===== config.mk =====
export PLATFORM = sky130hd
export DESIGN_NAME = imu_sample_packer_flat
export DESIGN_NICKNAME = d
export VERILOG_FILES = /design/src/rtl/imu_sample_packer_if.sv /design/src/rtl/imu_sample_packer.sv /design/src/flat_wrapper.sv
export SDC_FILE = /design/constraint.sdc
export NUM_CORES = 1
export LEC_CHECK = 0
export CAP_MARGIN = 20
export CORE_MARGIN = 2
export CORE_UTILIZATION = 53
export CTS_CLUSTER_DIAMETER = 30
export CTS_CLUSTER_SIZE = 10
export DETAILED_ROUTE_END_ITERATION = 7
export GPL_ROUTABILITY_DRIVEN = 0
export HOLD_SLACK_MARGIN = 0.02
export PLACE_DENSITY_LB_ADDON = 0.3
export SYNTH_ARGS = -nofsm -noshare
export SYNTH_HDL_FRONTEND = slang
export SYNTH_SLANG_ARGS = --single-unit

===== constraint.sdc =====
create_clock -name clk -period 2.4 [get_ports clk]
set_clock_uncertainty 0.15 [all_clocks]
set_input_delay 0.24 -clock clk [delete_from_list [all_inputs] [get_ports clk]]
set_output_delay 0.24 -clock clk [all_outputs]
set_load 0.005 [all_outputs]

===== src/rtl/imu_sample_packer_if.sv =====
// Buses around the IMU sample packer.
//   imu_byte_if   : raw byte stream from the IMU reader (no backpressure).
//     valid        byte qualifier
//     data         burst byte, big-endian within each 16b word
//     frame_start  marks data as byte 0 of a burst
//   imu_sample_if : packed sample toward the filter core, plus packer status.
//     valid        packed sample held
//     ready        core accepts the sample
//     a_x/a_y/a_z  packed accel, two's complement
//     w_x/w_y/w_z  packed gyro, two's complement
//     overrun_cnt  samples dropped while the holding register was full
//     frame_err    1-cycle pulse when a burst restarts before its last byte
// The master modport is the producing side of each bus.

interface imu_byte_if;
  logic       valid;
  logic [7:0] data;
  logic       frame_start;

  modport master (output valid, output data, output frame_start);
  modport slave  (input  valid, input  data, input  frame_start);
endinterface

interface imu_sample_if #(
  parameter int unsigned ACC_WIDTH  = 11,
  parameter int unsigned GYRO_WIDTH = 14
);
  logic                  valid;
  logic                  ready;
  logic [ACC_WIDTH-1:0]  a_x;
  logic [ACC_WIDTH-1:0]  a_y;
  logic [ACC_WIDTH-1:0]  a_z;
  logic [GYRO_WIDTH-1:0] w_x;
  logic [GYRO_WIDTH-1:0] w_y;
  logic [GYRO_WIDTH-1:0] w_z;
  logic [7:0]            overrun_cnt;
  logic                  frame_err;

  modport master (
    output valid, input ready,
    output a_x, output a_y, output a_z,
    output w_x, output w_y, output w_z,
    output overrun_cnt, output frame_err
  );
  modport slave (
    input valid, output ready,
    input a_x, input a_y, input a_z,
    input w_x, input w_y, input w_z,
    input overrun_cnt, input frame_err
  );
endinterface


===== src/rtl/imu_sample_packer.sv =====
// Packs the 14-byte big-endian IMU burst (AX,AY,AZ,TEMP,GX,GY,GZ) into one
// shifted and saturated sample and offers it to the Madgwick core through a
// 1-deep holding register. New samples arriving while the register is still
// full are dropped and counted.
// Ports:
//   clk     system clock
//   rst_n   synchronous reset, active low
//   burst   imu_byte_if.slave     raw byte stream
//   sample  imu_sample_if.master  packed sample, handshake and status

module imu_sample_packer #(
  parameter int unsigned ACC_WIDTH  = 11,
  parameter int unsigned GYRO_WIDTH = 14,
  parameter int unsigned ACC_SHIFT  = 5,
  parameter int unsigned GYRO_SHIFT = 2
) (
  input  logic         clk,
  input  logic         rst_n,
  imu_byte_if.slave    burst,
  imu_sample_if.master sample
);

  localparam int unsigned IDX_W    = 4;
  localparam int unsigned CNT_W    = 8;
  localparam logic [IDX_W-1:0] LAST_IDX = IDX_W'(13);
  localparam int ACC_MAX  = (1 <<< (ACC_WIDTH - 1)) - 1;
  localparam int ACC_MIN  = -(1 <<< (ACC_WIDTH - 1));
  localparam int GYRO_MAX = (1 <<< (GYRO_WIDTH - 1)) - 1;
  localparam int GYRO_MIN = -(1 <<< (GYRO_WIDTH - 1));

  typedef enum logic [0:0] {
    IDLE    = 1'b0,
    COLLECT = 1'b1
  } state_t;

  state_t             state_q, state_d;
  logic [IDX_W-1:0]   idx_q;
  logic [15:0]        ax_q, ay_q, az_q, gx_q, gy_q;
  logic [7:0]         gz_hi_q;

  logic               accept;
  logic               start_c, store_c, complete_c, frame_err_c;
  logic [IDX_W-1:0]   wr_idx;
  logic               xfer;

  logic                  valid_q;
  logic [ACC_WIDTH-1:0]  a_x_q, a_y_q, a_z_q;
  logic [GYRO_WIDTH-1:0] w_x_q, w_y_q, w_z_q;
  logic [CNT_W-1:0]      overrun_q;
  logic                  frame_err_q;

  logic [ACC_WIDTH-1:0]  a_x_c, a_y_c, a_z_c;
  logic [GYRO_WIDTH-1:0] w_x_c, w_y_c, w_z_c;

  // Arithmetic shift of a raw 16b word, then clamp into ACC_WIDTH.
  function automatic logic [ACC_WIDTH-1:0] pack_acc(input logic [15:0] raw);
    int t;
    t = int'($signed(raw)) >>> ACC_SHIFT;
    if (t > ACC_MAX)      return ACC_WIDTH'(ACC_MAX);
    else if (t < ACC_MIN) return ACC_WIDTH'(ACC_MIN);
    else                  return ACC_WIDTH'(t);
  endfunction

  // Arithmetic shift of a raw 16b word, then clamp into GYRO_WIDTH.
  function automatic logic [GYRO_WIDTH-1:0] pack_gyro(input logic [15:0] raw);
    int t;
    t = int'($signed(raw)) >>> GYRO_SHIFT;
    if (t > GYRO_MAX)      return GYRO_WIDTH'(GYRO_MAX);
    else if (t < GYRO_MIN) return GYRO_WIDTH'(GYRO_MIN);
    else                   return GYRO_WIDTH'(t);
  endfunction

  assign accept = burst.valid;

  // State register.
  always_ff @(posedge clk) begin
    if (!rst_n) state_q <= IDLE;
    else        state_q <= state_d;
  end

  // Next-state logic.
  always_comb begin
    state_d = state_q;
    case (state_q)
      IDLE: begin
        if (accept && burst.frame_start) state_d = COLLECT;
      end
      COLLECT: begin
        if (accept && !burst.frame_start && (idx_q == LAST_IDX)) state_d = IDLE;
      end
      default: state_d = IDLE;
    endcase
  end

  // FSM strobes. A frame_start mid-burst restarts collection at byte 0.
  always_comb begin
    start_c     = 1'b0;
    store_c     = 1'b0;
    complete_c  = 1'b0;
    frame_err_c = 1'b0;
    case (state_q)
      IDLE: begin
        if (accept && burst.frame_start) start_c = 1'b1;
      end
      COLLECT: begin
        if (accept) begin
          if (burst.frame_start) begin
            start_c     = 1'b1;
            frame_err_c = 1'b1;
          end else begin
            store_c = 1'b1;
            if (idx_q == LAST_IDX) complete_c = 1'b1;
          end
        end
      end
      default: ;
    endcase
  end

  assign wr_idx = start_c ? '0 : idx_q;

  // Byte index: next slot to be filled.
  always_ff @(posedge clk) begin
    if (!rst_n)          idx_q <= '0;
    else if (start_c)    idx_q <= IDX_W'(1);
    else if (complete_c) idx_q <= '0;
    else if (store_c)    idx_q <= IDX_W'(idx_q + IDX_W'(1));
  end

  // Raw shadow registers. TEMP bytes are dropped; the GZ low byte is never
  // stored because it is consumed straight off the bus at completion.
  always_ff @(posedge clk) begin
    if (!rst_n) begin
      ax_q    <= '0;
      ay_q    <= '0;
      az_q    <= '0;
      gx_q    <= '0;
      gy_q    <= '0;
      gz_hi_q <= '0;
    end else if (start_c || store_c) begin
      case (wr_idx[3:1])
        3'd0: if (wr_idx[0]) ax_q[7:0] <= burst.data; else ax_q[15:8] <= burst.data;
        3'd1: if (wr_idx[0]) ay_q[7:0] <= burst.data; else ay_q[15:8] <= burst.data;
        3'd2: if (wr_idx[0]) az_q[7:0] <= burst.data; else az_q[15:8] <= burst.data;
        3'd4: if (wr_idx[0]) gx_q[7:0] <= burst.data; else gx_q[15:8] <= burst.data;
        3'd5: if (wr_idx[0]) gy_q[7:0] <= burst.data; else gy_q[15:8] <= burst.data;
        3'd6: if (!wr_idx[0]) gz_hi_q <= burst.data;
        default: ;
      endcase
    end
  end

  // Conversion of the completed burst.
  always_comb begin
    a_x_c = pack_acc(ax_q);
    a_y_c = pack_acc(ay_q);
    a_z_c = pack_acc(az_q);
    w_x_c = pack_gyro(gx_q);
    w_y_c = pack_gyro(gy_q);
    w_z_c = pack_gyro({gz_hi_q, burst.data});
  end

  assign xfer = valid_q && sample.ready;

  // Holding register: loads when empty or being drained this cycle,
  // otherwise the new sample is dropped and counted.
  always_ff @(posedge clk) begin
    if (!rst_n) begin
      valid_q   <= 1'b0;
      a_x_q     <= '0;
      a_y_q     <= '0;
      a_z_q     <= '0;
      w_x_q     <= '0;
      w_y_q     <= '0;
      w_z_q     <= '0;
      overrun_q <= '0;
    end else if (complete_c && (!valid_q || xfer)) begin
      valid_q <= 1'b1;
      a_x_q   <= a_x_c;
      a_y_q   <= a_y_c;
      a_z_q   <= a_z_c;
      w_x_q   <= w_x_c;
      w_y_q   <= w_y_c;
      w_z_q   <= w_z_c;
    end else if (complete_c) begin
      if (overrun_q != '1) overrun_q <= CNT_W'(overrun_q + CNT_W'(1));
    end else if (xfer) begin
      valid_q <= 1'b0;
    end
  end

  // Restart pulse.
  always_ff @(posedge clk) begin
    if (!rst_n) frame_err_q <= 1'b0;
    else        frame_err_q <= frame_err_c;
  end

  assign sample.valid       = valid_q;
  assign sample.a_x         = a_x_q;
  assign sample.a_y         = a_y_q;
  assign sample.a_z         = a_z_q;
  assign sample.w_x         = w_x_q;
  assign sample.w_y         = w_y_q;
  assign sample.w_z         = w_z_q;
  assign sample.overrun_cnt = overrun_q;
  assign sample.frame_err   = frame_err_q;

endmodule

===== src/flat_wrapper.sv =====
// flat-port wrapper written by rule: the top's interface ports become plain ports
module imu_sample_packer_flat 
#(
  parameter int unsigned ACC_WIDTH  = 11,
  parameter int unsigned GYRO_WIDTH = 14,
  parameter int unsigned ACC_SHIFT  = 5,
  parameter int unsigned GYRO_SHIFT = 2
)
  (clk, rst_n, burst_valid, burst_data, burst_frame_start, sample_valid, sample_ready, sample_a_x, sample_a_y, sample_a_z, sample_w_x, sample_w_y, sample_w_z, sample_overrun_cnt, sample_frame_err);
  imu_byte_if burst_i ();
  imu_sample_if #(.ACC_WIDTH(ACC_WIDTH), .GYRO_WIDTH(GYRO_WIDTH)) sample_i ();
  input  logic clk;
  input  logic rst_n;
  input wire logic [$bits(burst_i.valid)-1:0] burst_valid;
  input wire logic [$bits(burst_i.data)-1:0] burst_data;
  input wire logic [$bits(burst_i.frame_start)-1:0] burst_frame_start;
  output wire logic [$bits(sample_i.valid)-1:0] sample_valid;
  input wire logic [$bits(sample_i.ready)-1:0] sample_ready;
  output wire logic [$bits(sample_i.a_x)-1:0] sample_a_x;
  output wire logic [$bits(sample_i.a_y)-1:0] sample_a_y;
  output wire logic [$bits(sample_i.a_z)-1:0] sample_a_z;
  output wire logic [$bits(sample_i.w_x)-1:0] sample_w_x;
  output wire logic [$bits(sample_i.w_y)-1:0] sample_w_y;
  output wire logic [$bits(sample_i.w_z)-1:0] sample_w_z;
  output wire logic [$bits(sample_i.overrun_cnt)-1:0] sample_overrun_cnt;
  output wire logic [$bits(sample_i.frame_err)-1:0] sample_frame_err;
  assign burst_i.valid = burst_valid;
  assign burst_i.data = burst_data;
  assign burst_i.frame_start = burst_frame_start;
  assign sample_valid = sample_i.valid;
  assign sample_i.ready = sample_ready;
  assign sample_a_x = sample_i.a_x;
  assign sample_a_y = sample_i.a_y;
  assign sample_a_z = sample_i.a_z;
  assign sample_w_x = sample_i.w_x;
  assign sample_w_y = sample_i.w_y;
  assign sample_w_z = sample_i.w_z;
  assign sample_overrun_cnt = sample_i.overrun_cnt;
  assign sample_frame_err = sample_i.frame_err;
  imu_sample_packer #(.ACC_WIDTH(ACC_WIDTH), .GYRO_WIDTH(GYRO_WIDTH), .ACC_SHIFT(ACC_SHIFT), .GYRO_SHIFT(GYRO_SHIFT)) u_core (.clk(clk), .rst_n(rst_n), .burst(burst_i), .sample(sample_i));
endmodule

==> impl_metrics.env <==
export IMPL_wl_per_cell_microns=15.9
export IMPL_rsz0062_at_grt="no"
export IMPL_grt_pass1_vias=4787
export IMPL_worstSkewPairLatency_ps=530
export IMPL_drv_slew=0
export IMPL_drt_wl_total_microns=14400
export IMPL_startpoint_type="register"
export IMPL_synth_top_area_cell="dfxtp_1"
export IMPL_io_buffers=97
export IMPL_synth_mux_area_share_pct=11.4
export IMPL_ant_nets=0
export IMPL_start_util_pct=54.2
export IMPL_final_cells=902
export IMPL_cellLeakagePower_nw=2.84
export IMPL_first_pass_iters=5
export IMPL_drtIter0Drc=301
export IMPL_synthFlopType="dfxtp_1"
export IMPL_yosysUniqueCellTypes=39
export IMPL_area_growth_pct=28.9
export IMPL_mappedNetlistArea_sq_mm=0.00588
export IMPL_ios=98
export IMPL_yosys_warnings=0
export IMPL_path_cells="inv_1 > ha_1 > nand3_1 > or3_2 > buf_12 > nand2_1 > a21oi_1"
export IMPL_crit_family="simple AND/OR/NAND/NOR gates"
export IMPL_path_clk_slew_ps=60
export IMPL_drv_cap=0
export IMPL_layout_drive_gt1_share_pct=6.96
export IMPL_period_share_pct=90.0
export IMPL_synthTopCellsByArea="dfxtp_1 (54%), nand2_1 (12%), mux2i_1 (11%)"
export IMPL_synth_fa_ha_area_share_pct=0.639
export IMPL_worstPathRequired_ps=2660
export IMPL_worstPathArrival_ps=2420
export IMPL_period_minus_slack_ps=2160
export IMPL_cts_tree="done"
export IMPL_status="complete, no violations"
export IMPL_fill_cells=897
export IMPL_seqCellArea_sq_mm=0.00318
export IMPL_setup_viol=0
export IMPL_synth_fp_nets=683
export IMPL_cts_sinks=159
export IMPL_multiInputGateArea_sq_mm=0.00248
export IMPL_grt_max_degree=94
export IMPL_hpwl_microns=9110
export IMPL_clockRootBuffer="clkbuf_8"
export IMPL_crit_type="reg -> reg"
export IMPL_vdd_drop_max_mv=0.673
export IMPL_clk_path_buf_depth=2
export IMPL_die_h_microns=109
export IMPL_place_inst=871
export IMPL_synth_edf_count=0
export IMPL_yosysMostFrequentCell="nand2_1"
export IMPL_crit_slowest_cell="or3_2"
export IMPL_overflow=0
export IMPL_synth_simple_area_share_pct=20.8
export IMPL_tightest_slew_ps=635
export IMPL_finalNetCount=766
export IMPL_power_mw=5.55
export IMPL_dr_total_vias=4883
export IMPL_synth_top_area_share_pct=54.2
export IMPL_synthTopCellsByCount="nand2_1 (183), dfxtp_1 (159), a21oi_1 (78)"
export IMPL_relSlewSlack_pct=57.5
export IMPL_antenna_found_initial=0
export IMPL_synth_top_family_by_area="simple AND/OR/NAND/NOR gates"
export IMPL_vias_per_cell=5.41
export IMPL_path_buf_inv=2
export IMPL_grt_pass1_wl_microns=23500
export IMPL_cts_hold_buf=0
export IMPL_cp_slowest_stage_delay_ps=530
export IMPL_cts_buffers_inserted=17
export IMPL_ys_seq_area_share_pct=54.2
export IMPL_cts_repair_resized=0
export IMPL_cp_end_kind="register"
export IMPL_tns_ps=0
export IMPL_die_w_microns=109
export IMPL_hp_class="in -> reg"
export IMPL_coreArea_sq_mm=0.0108
export IMPL_synth_seq_cells=159
export IMPL_dieArea_sq_mm=0.0119
export IMPL_synth_compound_area_share_pct=8.81
export IMPL_cts_max_level=4
export IMPL_async_flop_share_pct=0
export IMPL_n_antenna_cell=0
export IMPL_postSynthAreaPerCell_sq_um=8.81
export IMPL_max_freq_ghz=0.463
export IMPL_grt_usage_pct=25.6
export IMPL_drc=0
export IMPL_cts_setup_buffers=0
export IMPL_synth_xor_area_share_pct=0.298
export IMPL_num_rows=38
export IMPL_path_max_fanout=51
export IMPL_powerDensity_mw_per_mm2=733
export IMPL_hold_viol_final=0
export IMPL_syn_inst=667
==> cells in the final DEF, fill, tap and decap left out, drive strengths merged, types with 3 or more instances in the layout <==
cell           instances
nand2                183
dfxtp                159
clkdlybuf4s50         97
a21oi                 78
mux2i                 67
nor2                  62
clkbuf                21
buf                   15
nand3                 14
o21ai                  8
clkinvlp               5
nor2b                  4
nand2b                 4
bufinv                 4
ha                     3
nor3                   3
nor4                   3
==> state kept, by name, indices dropped and copies added, names as in the netlist <==
register                   cells
u_core.gy_q                   14
u_core.sample.frame_err        1
u_core.ax_q                   11
u_core.sample.w_x             14
u_core.gx_q                   14
u_core.sample.a_x             11
u_core.state_q                 1
u_core.sample.a_y             11
u_core.sample.valid            1
u_core.sample.a_z             11
u_core.ay_q                   11
u_core.sample.w_z             14
u_core.sample.overrun_cnt      8
u_core.az_q                   11
u_core.idx_q                   4
u_core.sample.w_y             14
u_core.gz_hi_q                 8
==> power breakdown <==
group          switching, mW  internal, mW  total [mW]
Clock                   1.03          1.71        2.74
Combinational         0.0973        0.0476       0.145
Sequential            0.0101          2.65        2.66
==> logic make-up (layout without fill, tap and decap cells) <==
logic type | after synthesis | count (layout)
AOI/OAI and AO/OA | 96 | 96
DFF | 159 | 159
buffers and inverters | 51 | 146
muxes | 67 | 67
and+or+nand+nor | 289 | 289
adders and majority gates | 3 | 3
xor gates and xnor gates | 2 | 2
==> worst reg2reg max path: stages (launching register included) <==
cell	delay [ps]
dfxtp_1	400
inv_1	210
ha_1	220
nand3_1	110
or3_2	530
buf_12	210
nand2_1	140
a21oi_1	70
==> worst paths after layout <==
check,end,cells past startpoint,slack [ps],start
max,u_core.sample.w_z[8]$_SDFFE_PN0P_,7,240,u_core.idx_q[1]$_SDFFE_PP0P_
min,u_core.idx_q[0]$_SDFFE_PN0P_,3,290,burst_valid
max reg2reg,u_core.sample.w_z[8]$_SDFFE_PN0P_,7,240,u_core.idx_q[1]$_SDFFE_PP0P_
min reg2reg,u_core.sample.w_z[7]$_SDFFE_PN0P_,2,300,u_core.gz_hi_q[1]$_SDFFE_PN0P_
==> layer usage <==
| metal | share of wire [%] | vias to the layer above | wire length (microns) | GRT usage (%) |
|---|---|---|---|---|
| met5 | 0 | - | 0 | 0 |
| met4 | 1.8 | 0 | 261 | 10.6 |
| met3 | 5.3 | 24 | 768 | 6.34 |
| met2 | 51 | 141 | 7390 | 44.1 |
| met1 | 41 | 2351 | 5960 | 30.6 |
| li1 | - | 2367 | - | - |
==> through the flow <==
| stage | area [sq um] | util (%) | hold slack, ps | setup slack (ps) |
|---|---|---|---|---|
| finish | 7570 | 69.9 | 291 | 239 |
| global route | 7570 | 69.9 | 321 | 114 |
| CTS | 7570 | 69.9 | 277 | 253 |
| detailed placement | 6970 | 64.3 | 294 | 63.6 |
| global placement | 6970 | 64.3 | 287 | 112 |
| floorplan | 5880 | - | 232 | 495 |
==> area by class of cell <==
| class | instances | area share (%) |
|---|---|---|
| clock inverter | 10 | 2.15 |
| tap | 140 | 2.31 |
| sequential | 159 | 42.0 |
| inverter | 3 | 0.165 |
| clock buffer | 21 | 5.80 |
| multi-input combinational | 457 | 32.7 |
| timing repair buffer | 112 | 14.8 |
(Power assumes the default switching activity.)
